[config.mk]
export PLATFORM = sky130hd
export DESIGN_NAME = mem_wb_pipe
export DESIGN_NICKNAME = d
export VERILOG_FILES = /design/src/rtl/mem_wb_pipe.sv
export SDC_FILE = /design/constraint.sdc
export NUM_CORES = 1
export LEC_CHECK = 0
export CAP_MARGIN = 15
export CORE_MARGIN = 5
export CORE_UTILIZATION = 25
export DETAILED_ROUTE_END_ITERATION = 7
export PLACE_DENSITY_LB_ADDON = 0.05
export SLEW_MARGIN = 20
export SYNTH_ARGS = -nofsm -noshare
export SYNTH_HDL_FRONTEND = slang
export SYNTH_SLANG_ARGS = --single-unit
export TNS_END_PERCENT = 5
[constraint.sdc]
create_clock -name clk_i -period 3.34 [get_ports clk_i]
set_clock_uncertainty 0.1 [all_clocks]
set_input_delay 0.668 -clock clk_i [delete_from_list [all_inputs] [get_ports clk_i]]
set_output_delay 0.668 -clock clk_i [all_outputs]
set_load 0.02 [all_outputs]
[src/rtl/mem_wb_pipe.sv]
// MEM/WB pipeline stage with valid/ready handshake, 2-entry skid buffer, flush and
// bubble-safe writeback control decode; also selects the writeback data.
module mem_wb_pipe #(
  parameter int DATA_W            = 32,
  parameter int ADDR_W            = 5,
  parameter int ZERO_REG_SUPPRESS = 1
) (
  input  logic              clk_i,
  input  logic              rst_i,
  input  logic              flush_i,
  input  logic              valid_i,
  output logic              ready_o,
  input  logic [1:0]        WB_i,
  input  logic [DATA_W-1:0] ReadData_i,
  input  logic [DATA_W-1:0] MUX3_i,
  input  logic [ADDR_W-1:0] addr_i,
  output logic              valid_o,
  input  logic              ready_i,
  output logic              RegWrite_o,
  output logic              MemToReg_o,
  output logic [DATA_W-1:0] ReadData_o,
  output logic [DATA_W-1:0] MUX3_o,
  output logic [ADDR_W-1:0] addr_o,
  output logic [DATA_W-1:0] WBData_o
);

  typedef struct packed {
    logic [1:0]        wb;
    logic [DATA_W-1:0] rd;
    logic [DATA_W-1:0] mux;
    logic [ADDR_W-1:0] addr;
  } entry_t;

  entry_t main_ent_q, main_ent_d;
  entry_t skid_ent_q, skid_ent_d;
  logic   main_valid_q, main_valid_d;
  logic   skid_valid_q, skid_valid_d;
  logic   ready_q, ready_d;

  entry_t in_ent;
  logic   accept;
  logic   out_xfer;

  always_comb begin
    in_ent       = '{wb: WB_i, rd: ReadData_i, mux: MUX3_i, addr: addr_i};
    accept       = valid_i & ready_q & ~flush_i;
    out_xfer     = main_valid_q & ready_i;
    main_ent_d   = main_ent_q;
    skid_ent_d   = skid_ent_q;
    main_valid_d = main_valid_q;
    skid_valid_d = skid_valid_q;

    if (flush_i) begin
      main_valid_d = 1'b0;
      skid_valid_d = 1'b0;
    end else if (out_xfer) begin
      if (skid_valid_q) begin
        // The skid entry is older than anything arriving now, so it moves up first.
        main_ent_d   = skid_ent_q;
        main_valid_d = 1'b1;
        if (accept) begin
          skid_ent_d   = in_ent;
          skid_valid_d = 1'b1;
        end else begin
          skid_valid_d = 1'b0;
        end
      end else if (accept) begin
        main_ent_d   = in_ent;
        main_valid_d = 1'b1;
      end else begin
        main_valid_d = 1'b0;
      end
    end else if (accept) begin
      if (!main_valid_q) begin
        main_ent_d   = in_ent;
        main_valid_d = 1'b1;
      end else begin
        skid_ent_d   = in_ent;
        skid_valid_d = 1'b1;
      end
    end

    ready_d = ~skid_valid_d;
  end

  always_ff @(posedge clk_i) begin
    if (rst_i) begin
      main_ent_q   <= '0;
      skid_ent_q   <= '0;
      main_valid_q <= 1'b0;
      skid_valid_q <= 1'b0;
      ready_q      <= 1'b1;
    end else begin
      main_ent_q   <= main_ent_d;
      skid_ent_q   <= skid_ent_d;
      main_valid_q <= main_valid_d;
      skid_valid_q <= skid_valid_d;
      ready_q      <= ready_d;
    end
  end

  // Control is gated by valid so a bubble can never trigger a register write.
  assign ready_o    = ready_q;
  assign valid_o    = main_valid_q;
  assign RegWrite_o = main_valid_q & main_ent_q.wb[1]
                      & ~((ZERO_REG_SUPPRESS != 0) && (main_ent_q.addr == '0));
  assign MemToReg_o = main_valid_q & main_ent_q.wb[1] & main_ent_q.wb[0];
  assign ReadData_o = main_ent_q.rd;
  assign MUX3_o     = main_ent_q.mux;
  assign addr_o     = main_ent_q.addr;
  assign WBData_o   = MemToReg_o ? main_ent_q.rd : main_ent_q.mux;

endmodule
==> flow_results.org, run 1 <==
** Clock network
- CTS tree :: built
- Clock-pin slew on the worst setup and hold paths :: roughly 0.070 ns
- The clock tree synthesis step divided the H-tree into 4 levels.
- Clock tree synthesis inserted a total of 17 buffers.
- Clock insertion delay at the later pin of the skew report :: 0.42 ns
- Buffers inserted during post-CTS setup optimization :: 0
- Max clock buf depth :: 2
- Counting every sink on the clock net gives between 100 and 150.
- The cell sitting at the root of the clock tree is a clkbuf_16.
- After clock tree synthesis, the flow added hold-fix buffers numbering 0.

** Floorplanning
- The floorplan has 64 rows.
- After floorplanning, the core was sized to cover around 0.03 sq mm.
- Horizontal die dimension :: about 190 microns
- Initial core utilization :: 25.4%
- Number of top-level design ports :: 181
- Die Y-Extent :: 186 microns
- Area of the die :: 0.0347 sq mm

** Timing
- The number of max-slew violations in the final report was 0.
- Hold violation total from the final report :: 0
- Setup-violating endpoint count in the final report :: 0
- Unrepaired setup endpoints after global routing :: no
- Counting I/O delays and the setup requirement, the final critical path takes around 3 ns.
- Relative slew slack :: approximately 40%
- Aggregate negative setup slack :: 0 ns
- Max frequency :: 324 MHz
- Final period utilization :: around 90%
- For the pin with the worst max-slew slack, the measured transition is around 0.91 ns.

** Finish
- Most frequent cells in the layout :: clkdlybuf4s50_1 (179), dfxtp_1 (144), a31oi_1 (72)
- Excluding fillers, the count of instances in the completed layout stands at 1257.
- The repair_antennas step left the layout with diodes totalling 0.
- Fill cell instance count of the final layout :: slightly above 3000
- Layout Area Growth over Synthesis :: 28.6%
- Leaving out fill and tap cells, the most frequent cell in the layout is clkdlybuf4s50_1.
- Fraction of final layout cells sized beyond drive strength 1 :: between 10% and 20%
- Number of nets in the layout :: 925
- Final design instance area without fill :: approximately 0.010 sq mm

** Detailed routing
- After detailed routing, the number of vias per cell comes to between 5 and 6.
- Wire length per cell after detailed routing :: approximately 23 microns
- The detail route stage leaves a number of antenna-violating nets equal to 0.
- Starting DRC count in detailed routing :: 595
- Router iterations before antenna repair :: 5
- Vias post-DR :: slightly below 7000
- Drc violations :: 0
- Wires add up to 28.7 mm.

** Yosys
- Nets in the synthesized netlist :: 877
- The mapped netlist covers 0.00778 sq mm.
- Sequential fraction of the synthesis area :: 37.3%
- In the synthesized netlist, the number of instances is 801.
- Average size of a mapped cell :: slightly below 10 sq um
- Count of warnings emitted by yosys :: 0
- Flops & latches, synth :: ~150
- Synth unique cells :: 31

** Setup path
- Origin of the critical flop-to-flop path :: valid_o$_SDFFE_PP0P_
- Crit path capture type :: output port
- In this run the worst path has a maximum fanout of 14.
- Worst endpoint required time :: roughly 2.6 ns
- CP arrival :: 2.32 ns
- Max stage delay on crit path :: 0.55 ns
- Across all register-to-register paths, the minimum setup slack is 0.67 ns.
- Traced cell by cell, the critical path runs through nand3_4 > buf_4 > mux2_1 > clkdlybuf4s50_1.
- STA classifies the critical path startpoint as a register.
- The largest individual stage delay along the critical path comes from the cell clkdlybuf4s50_1.
- The critical path is of the register to output port type.
- In this run the worst setup path begins at main_ent_q[70]$_SDFFE_PP0P_.

** GRT
- Number of global-route vias before repair :: 7000
- After global routing the overflow that remains totals 0.
- For this run, global-route usage on met1 was measured as between 20% and 30%.
- Met3 Resource Use GR :: 3.27%
- Initial antenna violation count :: 0
- GR met2 Demand/Resource :: roughly 25%
- Global Route Usage Sum :: around 16%
- Largest net degree at the start of global routing :: between 80 and 90
- Most crowded layer after global routing :: met2
- The first global-routing pass estimated between 40 and 50 mm of wire.

** Hold path
- The worst hold path begins at skid_ent_q[66]$_SDFFE_PP0P_.
- Hold WC Path Type :: register to register

** Placement
- Summing all placed instances gives a cell area of 0.00943 sq mm.
- DP HPWL :: 17.6 mm
- Buffers on Ports :: 180
- Routability congestion estimate from global placement :: 0.751
- Cell count after placement :: roughly 1200

** Job
- Number of maximum-capacitance constraint violations :: 0

** Pwr
- Max IR drop VDD :: approximately 0.33 mV
- Power spread over the standard cell area amounts to between 400 and 500 mW/mm^2.
- Summed over all cells, the static leakage comes to about 3.7 nW.

** Run status
- Outcome :: complete, no violations
[critical path, delay by kind of cell, from the launching register on]
| kind | cells | cell delay [ns] |
|---|---|---|
| AND/OR/NAND/NOR | 1 | 0.26 |
| multiplexers | 1 | 0.33 |
| flip-flops | 1 | 0.44 |
| buffers and inverters | 2 | 0.86 |
[cell families (layout without fill, tap and decap cells)]
| family | count (synthesis) | in the layout | synth area share (%) |
|---|---|---|---|
| AO/OA/AOI/OAI | 290 | 290 | 29.1 |
| buffers and inverters | 179 | 239 | 13.2 |
| flip-flops | 145 | 145 | 37.3 |
| multiplexers | 103 | 103 | 13.8 |
| AND/OR/NAND/NOR | 84 | 84 | 6.69 |
[timing repair]
item	CTS	global route
gates resized for setup	0	1
endpoints found under the hold margin	0	0
setup endpoints to repair	0	22
[Yosys cell counts, drive strengths merged]
library cell	instances	area [sq um]
nand3	2	10.0
inv	4	15.0
a21boi	1	7.51
nor2	1	3.75
a22o	1	8.76
a31oi	72	450
nand2b	2	12.5
and3b	1	8.76
nand3b	1	7.51
o31ai	71	533
o22ai	1	6.26
nor3	1	5.00
and2	1	6.26
nand4	71	444
buf	93	701
o311a	1	10.0
nor2b	1	6.26
dfxtp	145	2900
nand2	1	3.75
and3	1	6.26
clkbuf	82	308
a22oi	1	7.51
mux2	32	360
mux2i	71	711
or3	1	6.26
a211oi	71	883
a21oi	71	355
[report_power, final]
group	switching, mW	leakage, nW	internal [mW]
clock network	0.794	0.279	1.12
registers	0.0680	1.18	1.80
logic	0.487	2.20	0.363
total	1.35	3.66	3.28
[state kept, by name, summed over array words and instances, names as in the netlist]
name / flops
skid_valid_q: 1
skid_ent_q: 71
main_ent_q: 2
valid_o: 1
ReadData_o: 32
ready_o: 1
addr_o: 5
MUX3_o: 32
[through the flow]
stage | setup slack (ns) | power [mW] | hold WS [ns] | util [%]
4_1_cts | 0.0264 | 4.69 | 0.369 | 32.6
2_1_floorplan | 1.13 | 2.41 | 0.348 | -
6_report | 0.254 | 4.63 | 0.368 | 32.6
3_5_place_dp | 0.450 | 2.76 | 0.360 | 30.7
3_3_place_gp | 0.497 | 2.75 | 0.353 | 30.7
5_1_grt | 0.135 | 4.82 | 0.379 | 32.6
[path summary, 6_finish.rpt]
kind,to,cells past startpoint
max,WBData_o[30],4
min,skid_ent_q[66]$_SDFFE_PP0P_,2
max reg2reg,skid_ent_q[22]$_SDFFE_PP0P_,6
min reg2reg,skid_ent_q[66]$_SDFFE_PP0P_,2
[per-layer routing]
metal | wire length, microns | vias to the layer above
li1 | - | 3125
met1 | 14000 | 3498
met2 | 13100 | 213
met3 | 1190 | 22
met4 | 380 | 0
met5 | 0 | -
[cell type report]
type,count,area (sq um),area share [%]
multi-input cells,477,3910,39.1
flip-flops and latches,145,2910,29.0
repair buffers,204,2110,21.1
well taps,396,495,4.95
clock buffers,18,439,4.39
clock inverters,13,135,1.35
inverters,4,15.0,0.150
(Power assumes the default switching activity.)
==> run 2, diff against run 1 <==
- SLEW_MARGIN: 20 -> default
==> results of run 2 <==
No change in the layout: final DEF, timing and power equal those of run 1.
